<file path="config.mk">
export PLATFORM = sky130hd
export DESIGN_NAME = axis_frame_gen
export DESIGN_NICKNAME = d
export VERILOG_FILES = /design/src/rtl/axis_frame_gen.sv
export SDC_FILE = /design/constraint.sdc
export NUM_CORES = 1
export LEC_CHECK = 0
export CORE_MARGIN = 5
export CORE_UTILIZATION = 49
export DETAILED_ROUTE_END_ITERATION = 10
export PLACE_DENSITY = 0.77
export SLEW_MARGIN = 0
export SYNTH_ARGS = -nofsm -noshare
export SYNTH_HDL_FRONTEND = slang
export SYNTH_SLANG_ARGS = --single-unit
export TNS_END_PERCENT = 30
</file>
<file path="constraint.sdc">
create_clock -name aclk -period 2.8 [get_ports aclk]
set_input_delay 0.42 -clock aclk [delete_from_list [all_inputs] [get_ports aclk]]
set_output_delay 0.42 -clock aclk [all_outputs]
set_load 0.05 [all_outputs]
</file>
<file path="src/rtl/axis_frame_gen.sv">
// AXI4-Stream frame generator: counted frames with idle gaps, partial last-beat tkeep and graceful stop.
// Optional PRBS data source: define AXIS_FRAME_GEN_PRBS_EN to add the data_mode input and LFSR.
module axis_frame_gen #(
  parameter int DATA_WIDTH = 32,
  parameter int CNTR_WIDTH = 4,
  parameter logic [DATA_WIDTH-CNTR_WIDTH-1:0] FIXED_DATA = 28'h666A500,
  parameter int LEN_WIDTH  = 16,
  parameter int NUM_WIDTH  = 16,
  parameter int GAP_WIDTH  = 16
) (
  input  logic                    aclk,
  input  logic                    arstn,
  input  logic                    start,
  input  logic                    stop,
  input  logic [LEN_WIDTH-1:0]    frame_len,
  input  logic [NUM_WIDTH-1:0]    num_frames,
  input  logic [GAP_WIDTH-1:0]    frame_gap,
  input  logic [DATA_WIDTH/8-1:0] last_keep,
`ifdef AXIS_FRAME_GEN_PRBS_EN
  input  logic                    data_mode,
`endif
  output logic                    busy,
  output logic                    done,
  output logic [NUM_WIDTH-1:0]    frames_sent,
  output logic [DATA_WIDTH-1:0]   M_AXIS_tdata,
  output logic [DATA_WIDTH/8-1:0] M_AXIS_tkeep,
  output logic                    M_AXIS_tlast,
  output logic                    M_AXIS_tvalid,
  input  logic                    M_AXIS_tready
);

  localparam int KEEP_WIDTH = DATA_WIDTH / 8;

  typedef enum logic [1:0] {
    ST_IDLE,
    ST_SEND,
    ST_GAP
  } state_t;

  state_t                  r_state;
  state_t                  w_next;
  logic [LEN_WIDTH-1:0]    r_len;
  logic [NUM_WIDTH-1:0]    r_num;
  logic [GAP_WIDTH-1:0]    r_gap;
  logic [KEEP_WIDTH-1:0]   r_keep;
  logic [GAP_WIDTH-1:0]    r_gap_cnt;
  logic [LEN_WIDTH-1:0]    r_beat;
  logic [CNTR_WIDTH-1:0]   r_idx;
  logic [NUM_WIDTH-1:0]    r_frames;
  logic                    r_stop_pend;
  logic                    r_done;
`ifdef AXIS_FRAME_GEN_PRBS_EN
  logic                    r_mode;
  logic [30:0]             r_lfsr;
  localparam logic [30:0]  LFSR_SEED = 31'h7FFFFFFF;
`endif

  logic                    w_valid;
  logic                    w_last;
  logic                    w_hs;
  logic                    w_last_hs;
  logic [NUM_WIDTH-1:0]    w_frames_inc;
  logic                    w_run_done;
  logic                    w_stop_now;

  assign w_valid      = (r_state == ST_SEND);
  assign w_last       = (r_beat == (r_len - LEN_WIDTH'(1)));
  assign w_hs         = w_valid & M_AXIS_tready;
  assign w_last_hs    = w_hs & w_last;
  assign w_frames_inc = r_frames + NUM_WIDTH'(1);
  assign w_run_done   = (r_num != '0) && (w_frames_inc == r_num);
  // A stop arriving in the same cycle as the tlast handshake or a gap cycle acts immediately.
  assign w_stop_now   = r_stop_pend | stop;

  always_ff @(posedge aclk or negedge arstn) begin
    if (!arstn) begin
      r_state <= ST_IDLE;
    end else begin
      r_state <= w_next;
    end
  end

  always_comb begin
    w_next = r_state;
    case (r_state)
      ST_IDLE: begin
        if (start) begin
          w_next = ST_SEND;
        end
      end
      ST_SEND: begin
        if (w_last_hs) begin
          if (w_run_done || w_stop_now) begin
            w_next = ST_IDLE;
          end else if (r_gap != '0) begin
            w_next = ST_GAP;
          end
        end
      end
      ST_GAP: begin
        if (w_stop_now) begin
          w_next = ST_IDLE;
        end else if (r_gap_cnt == GAP_WIDTH'(1)) begin
          w_next = ST_SEND;
        end
      end
      default: w_next = ST_IDLE;
    endcase
  end

  always_ff @(posedge aclk or negedge arstn) begin
    if (!arstn) begin
      r_len       <= LEN_WIDTH'(1);
      r_num       <= '0;
      r_gap       <= '0;
      r_keep      <= '1;
      r_gap_cnt   <= '0;
      r_beat      <= '0;
      r_idx       <= '0;
      r_frames    <= '0;
      r_stop_pend <= 1'b0;
      r_done      <= 1'b0;
`ifdef AXIS_FRAME_GEN_PRBS_EN
      r_mode      <= 1'b0;
      r_lfsr      <= LFSR_SEED;
`endif
    end else begin
      r_done <= (r_state != ST_IDLE) && (w_next == ST_IDLE);
      if (r_state == ST_IDLE) begin
        if (start) begin
          r_len       <= (frame_len == '0) ? LEN_WIDTH'(1) : frame_len;
          r_num       <= num_frames;
          r_gap       <= frame_gap;
          r_keep      <= (last_keep == '0) ? '1 : last_keep;
          r_beat      <= '0;
          r_idx       <= '0;
          r_frames    <= '0;
          r_stop_pend <= 1'b0;
`ifdef AXIS_FRAME_GEN_PRBS_EN
          r_mode      <= data_mode;
          r_lfsr      <= LFSR_SEED;
`endif
        end
      end else begin
        if (stop) begin
          r_stop_pend <= 1'b1;
        end
        if (w_hs) begin
          if (w_last) begin
            r_beat   <= '0;
            r_idx    <= '0;
            r_frames <= w_frames_inc;
`ifdef AXIS_FRAME_GEN_PRBS_EN
            r_lfsr   <= LFSR_SEED;
`endif
          end else begin
            r_beat <= r_beat + LEN_WIDTH'(1);
            r_idx  <= r_idx + CNTR_WIDTH'(1);
`ifdef AXIS_FRAME_GEN_PRBS_EN
            r_lfsr <= {r_lfsr[29:0], r_lfsr[30] ^ r_lfsr[27]};
`endif
          end
        end
        // The gap counter is preloaded while sending so it is ready on entry to GAP.
        if (r_state == ST_SEND) begin
          r_gap_cnt <= r_gap;
        end else begin
          r_gap_cnt <= r_gap_cnt - GAP_WIDTH'(1);
        end
      end
    end
  end

  always_comb begin
    M_AXIS_tvalid = w_valid;
    M_AXIS_tlast  = w_valid & w_last;
    M_AXIS_tkeep  = '0;
    M_AXIS_tdata  = '0;
    if (w_valid) begin
      M_AXIS_tkeep = w_last ? r_keep : '1;
      M_AXIS_tdata = {FIXED_DATA, r_idx};
`ifdef AXIS_FRAME_GEN_PRBS_EN
      if (r_mode) begin
        M_AXIS_tdata = DATA_WIDTH'(r_lfsr);
      end
`endif
    end
    busy        = (r_state != ST_IDLE);
    done        = r_done;
    frames_sent = r_frames;
  end

endmodule

</file>
==> flow_metrics.tcl, run 1 <==
set metrics [dict create \
    hold_violations 0 \
    synth_edf_count 0 \
    final_layout_size_suffix_gt1_frac 0.173 \
    cts_buffers 9 \
    std_cell_rows 43 \
    die_h_um 128 \
    critPathMaxFanout 3 \
    async_flop_share 1.00 \
    fin_nets 1002 \
    wl_um 18200 \
    insertion_delay_ns 0.36 \
    nFillCells 1129 \
    dp_cells 1099 \
    slew_violations 0 \
    die_w_um 128 \
    pre_cts_slack_ns -0.273 \
    root_buffer "clkbuf_16" \
    avgSynthCellArea_um2 8.24 \
    vias 6280 \
    crit_path_start "r_len[1]" \
    cts_tree "yes" \
    ant_nets 0 \
    ys_ff_latch 108 \
    end_kind "output pin" \
    instances_no_fill 1124 \
    hp-class "reg2reg" \
    fin_ws_ns -0.474 \
    cts.sinks 108 \
    worstPathArrival_ns 2.85 \
    insertedDiodeCount 0 \
    grt_max_degree 60 \
    ios 113 \
    grt_pass1_vias 5863 \
    cts_buffer_depth 2 \
    power_density_nw_per_um2 874 \
    initial_core_util 0.494 \
    multi_input_area_um2 3920 \
    grt_pass1_wl_um 29400 \
    drt-initial-drc-count 644 \
    finalCriticalPeriod_ns 3.27 \
    wl_per_cell_um 16.2 \
    viasPerCell 5.59 \
    crit_type "reg2out" \
    synth_area_um2 6780 \
    register_area_um2 2710 \
    max-vdd-ir-drop_mv 0.409 \
    area_delta_synth_final_pct 29.2 \
    setup_viol 28 \
    place_congestion 0.915 \
    required_ns 2.38 \
    cts_max_level 3 \
    seq_area_frac_synth 0.399 \
    finalClockSkew_ns 0.00493 \
    hp-start "r_keep[3]" \
    final_cell_area_um2 8760 \
    clkTransAtPathRegs_ns 0.07 \
    synth-main-ff-cell "dfrtp_1" \
    worst_pin_slew_ns 0.628 \
    grt_usage 0.222 \
    cp-start-kind "flip-flop" \
    rsz0062_at_grt "yes" \
    slew_headroom 0.580 \
    p_leak_nw 3.81 \
    die_area_um2 16300 \
    reg2reg_slack_ns -0.15 \
    core_area_um2 13700 \
    violations "setup timing" \
    grt.overflow.total 0 \
    dr.pass1.iters 6 \
    cap_violations 0 \
    fin_crit_sh 1.17 \
    drc 0 \
    rr_startpoint "r_len[1]" \
    port_buffers 94 \
    status "finished, violations left" \
    fmax_mhz 305 \
    yosysWarnings 0 \
    synth_cell_types 63 \
    dp_hpwl_um 13100 \
    placed_cell_area_um2 8130 \
    antenna_found_initial 0 \
    synthCells 823 \
]
-- stage by stage --
stage               power, W  setup TNS, ns  hold slack, ns  utilization
detailed placement   0.00614          -4.41           0.381        0.593
floorplan            0.00507         -0.773           0.124            -
CTS                  0.00755          -2.01           0.459        0.623
global placement     0.00606          -1.73           0.376        0.593
global route         0.00817          -7.72           0.484        0.639
finish               0.00766          -3.56           0.464        0.639
-- placed cells by master, fill, tap and decap left out, drive strengths merged, types with 17 or more instances in the layout --
cell type      count
dfrtp            103
nand2            202
conb              18
nor2              43
nand3             36
o21ai             27
nand4             17
clkdlybuf4s50     72
nor3              20
xor2              25
xnor2             27
buf               88
inv               17
nor4              22
-- where the power goes --
group	total (W)	internal (W)	switching (W)
clock	0.00131	0.000720	0.000591
combinational	0.00366	0.00156	0.00210
sequential	0.00269	0.00210	0.000594
total	0.00766	0.00438	0.00328
-- per-layer routing --
metal / track usage / part of all wire
met5: 0 / 0
met4: 0.0506 / 0.012
met3: 0.0450 / 0.050
met2: 0.375 / 0.50
met1: 0.295 / 0.44
-- critical path: stages (launching register included) --
cell and delay [ns]:
dfrtp_1 0.39, inv_2 0.08, ha_4 0.14, or4b_4 0.50, nor3_4 0.14, nand3_2 0.09
a2111o_1 0.38, or3_4 0.41, nor3_4 0.19, buf_12 0.17
-- sequential cells by signal, summed over array words and instances, names as in the netlist --
register / count
done: 1
frames_sent: 16
r_beat: 16
r_gap: 16
r_gap_cnt: 16
r_idx: 4
r_keep: 4
r_len: 16
r_num: 16
r_state: 2
r_stop_pend: 1
-- final timing paths --
check	endpoint	cells after the start
hold / removal	r_keep[3]	2
max in group asynchronous	r_len[0]	3
setup / recovery	M_AXIS_tlast	9
setup reg to reg	frames_sent[3]	13
hold reg to reg	r_keep[3]	2
min in group asynchronous	r_num[15]	2
-- synthesized netlist by cell type (8+ instances only) --
cell        n  share of area
a211oi_1   15          0.017
a21oi_1    14          0.010
a31oi_1    13          0.012
and2_1     11          0.010
buf_4      28          0.031
clkbuf_1   36          0.020
dfrtp_1   103           0.38
inv_1      18          0.010
mux2i_1    16          0.024
nand2_1   202           0.11
nand2b_1    8         0.0074
nand3_1    36          0.027
nand3b_1   16          0.018
nand4_1    17          0.016
nor2_1     43          0.024
nor2b_1    13          0.012
nor3_1     19          0.014
nor4_1     21          0.019
o21ai_0    26          0.019
o311ai_0    8          0.010
or2_2       8         0.0074
or4_1      13          0.014
xnor2_1    27          0.035
xor2_1     25          0.032
-- repair_timing --
action	in CTS	in global routing
cloned	0	1
pin swaps	10	5
hold buffers	1	0
setup endpoints to repair	28	40
resized for setup	15	42
hold endpoints to repair	23	0
setup buffers	6	2
-- final cells by class --
class | instances | share of cell area
Clock inverter | 5 | 0.00700
Clock buffer | 11 | 0.0277
Sequential cell | 108 | 0.309
Inverter | 18 | 0.00814
Timing Repair Buffer | 162 | 0.175
Tap cell | 180 | 0.0257
Multi-Input combinational cell | 640 | 0.447
-- cell families after synthesis --
group | synth area share
buffers and inverters | 0.0682
and+or+nand+nor | 0.311
DFF | 0.399
muxes | 0.0336
other | 0.000553
AOI/OAI and AO/OA | 0.109
xor gates and xnor gates | 0.0671
adders and majority gates | 0.0111
No activity file was read; power rests on OpenSTA's default activity.
==> run 2, diff against run 1 <==
==> constraint.sdc (replaced) <==
create_clock -name aclk -period 2.8 [get_ports aclk]
set_input_delay 0.42 -clock aclk [delete_from_list [all_inputs] [get_ports aclk]]
set_output_delay 0.42 -clock aclk [all_outputs]
set_load 0.02 [all_outputs]
==> run 2 against run 1 <==
  * Cell area grew 0.17%
  * Combinational power shrank 7.9%
  * Sequential share of layout area shrank 0.053 points
  * Hold slack gained 0.0072 ns
  * Sequential power is essentially flat
  * Critical endpoint unchanged
  * The run still ends with setup timing left
  * Die area is the same
  * Via count grew 1.3%
  * Worst setup slack gained 0.030 ns
  * Register-to-register slack lost 0.13 ns
  * Maximum frequency grew 0.92%
  * Total power shrank 2.6%
  * Critical path depth is the same
==> flow_metrics.tcl, run 2 (synthesized netlist as in run 1, its figures left out) <==
set metrics [dict create \
    finalSetupTns_ns -5.43 \
    die_h_um 128 \
    cp_slowest_cell "or4b_4" \
    insertion_delay_ns 0.36 \
    root_buffer "clkbuf_16" \
    fin_nets 1018 \
    violations "setup timing" \
    rsz0062_at_grt "yes" \
    grt_usage 0.219 \
    place_congestion 0.937 \
    viasPerCell 5.58 \
    hold_violations 0 \
    ios 113 \
    worstPathArrival_ns 2.82 \
    grt.overflow.total 0 \
    final_layout_size_suffix_gt1_frac 0.159 \
    cap_violations 0 \
    cts_max_level 3 \
    power_density_nw_per_um2 850 \
    clkTransAtPathRegs_ns 0.07 \
    slew_violations 0 \
    port_buffers 94 \
    end_kind "output pin" \
    dp_cells 1120 \
    core_area_um2 13700 \
    hp-class "reg2reg" \
    critPathMaxFanout 3 \
    fmax_mhz 308 \
    nFillCells 1139 \
    mostFrequentLayoutCells "nand2_1, dfrtp_1, clkdlybuf4s50_1" \
    die_area_um2 16300 \
    area_delta_synth_final_pct 29.4 \
    initial_core_util 0.494 \
    drt-initial-drc-count 519 \
    fin_crit_sh 1.16 \
    fin_ws_ns -0.444 \
    slowest_delay_ns 0.48 \
    grt_pass1_wl_um 29400 \
    dp_hpwl_um 13000 \
    cts_tree "yes" \
    finalClockSkew_ns 0.0106 \
    required_ns 2.38 \
    grt_pass1_vias 6081 \
    worst_pin_slew_ns 0.586 \
    grt_max_degree 50 \
    wl_per_cell_um 15.8 \
    wl_um 18000 \
    mostFrequentLayoutCell "nand2_1" \
    setup_viol 24 \
    die_w_um 128 \
    p_leak_nw 3.86 \
    dr.pass1.iters 5 \
    status "finished, violations left" \
    slew_headroom 0.604 \
    vias 6359 \
    crit_type "reg2out" \
    instances_no_fill 1140 \
    std_cell_rows 43 \
    finalCriticalPeriod_ns 3.24 \
    cts.sinks 108 \
    crit_chain "inv_2 > ha_4 > or4b_4 > nor3_2 > nand3_1 > a2111o_1 > or3_4 > nor3_4 > buf_6" \
    cp-start-kind "flip-flop" \
    cts_buffers 9 \
    max-vdd-ir-drop_mv 0.592 \
    insertedDiodeCount 0 \
    drc 0 \
    ant_nets 0 \
    cts_buffer_depth 2 \
    antenna_found_initial 0 \
]
-- run 2: cell types whose count changed in the layout (fill, tap and decap cells not counted), moves of 2 or more --
cell             delta
clkdlybuf4s50_1    +16
buf_12              -4
o21ai_0             +4
buf_4               +3
o21ai_1             -3
o311ai_1            +3
a31oi_1             +2
buf_6               +2
clkinvlp_4          -2
nor2_4              -2
o311ai_4            -2
-- run 2: worst paths after layout --
path                           start  slack, ns            to  cells after the start
setup / recovery            r_len[1]      -0.44  M_AXIS_tlast                      9
hold reg to reg            r_keep[2]       0.47     r_keep[2]                      2
min in group asynchronous      arstn       0.53     r_gap[10]                      2
max in group asynchronous      arstn       1.50      r_num[8]                      3
hold / removal             r_keep[2]       0.47     r_keep[2]                      2
setup reg to reg            r_len[1]      -0.28     r_beat[7]                     13
-- run 2: timing repair --
item / 4_1_cts / 5_1_grt
pin swaps: 9 / 14
endpoints found under the hold margin: 26 / 0
setup buffers: 3 / 0
endpoints found under the setup margin: 42 / 42
hold buffers: 1 / 0
resized for setup: 50 / 20
-- run 2: layout make-up --
cell class | instances | area (um^2) | share of cell area
clock inverters | 5 | 83.8 | 0.00955
inverters | 18 | 67.6 | 0.00770
flip-flops and latches | 108 | 2710 | 0.309
multi-input cells | 640 | 3820 | 0.435
repair buffers | 178 | 1630 | 0.186
well taps | 180 | 225 | 0.0257
clock buffers | 11 | 243 | 0.0276
-- run 2: power by group --
group	internal, W	switching, W
clock network	0.000812	0.000586
logic	0.00161	0.00177
registers	0.00210	0.000590
total	0.00452	0.00294
-- run 2: critical path: cells and delay by family, from the launching register on --
kind | cells | cell delay [ns]
AND/OR/NAND/NOR | 5 | 1.32
AO/OA/AOI/OAI | 1 | 0.42
flip-flops | 1 | 0.39
buffers and inverters | 2 | 0.22
adder cells (fa/ha/maj) | 1 | 0.13
-- run 2: metrics by stage --
| step | utilization | hold slack (ns) | worst slack [ns] | instance area (um^2) | power [W] |
|---|---|---|---|---|---|
| floorplan | - | 0.124 | -0.0484 | 6870 | 0.00472 |
| global placement | 0.603 | 0.366 | -0.616 | 8270 | 0.00582 |
| detailed placement | 0.603 | 0.372 | -0.640 | 8270 | 0.00592 |
| CTS | 0.635 | 0.473 | -0.427 | 8720 | 0.00745 |
| global route | 0.640 | 0.489 | -0.538 | 8780 | 0.00799 |
| finish | 0.640 | 0.471 | -0.444 | 8780 | 0.00746 |
-- run 2: routing by layer --
layer | track usage | up-vias | share of wire
met4 | 0.0724 | 0 | 0.019
met3 | 0.0388 | 29 | 0.049
met5 | 0 | - | 0
met1 | 0.286 | 3065 | 0.43
met2 | 0.370 | 176 | 0.50
li1 | - | 3089 | -
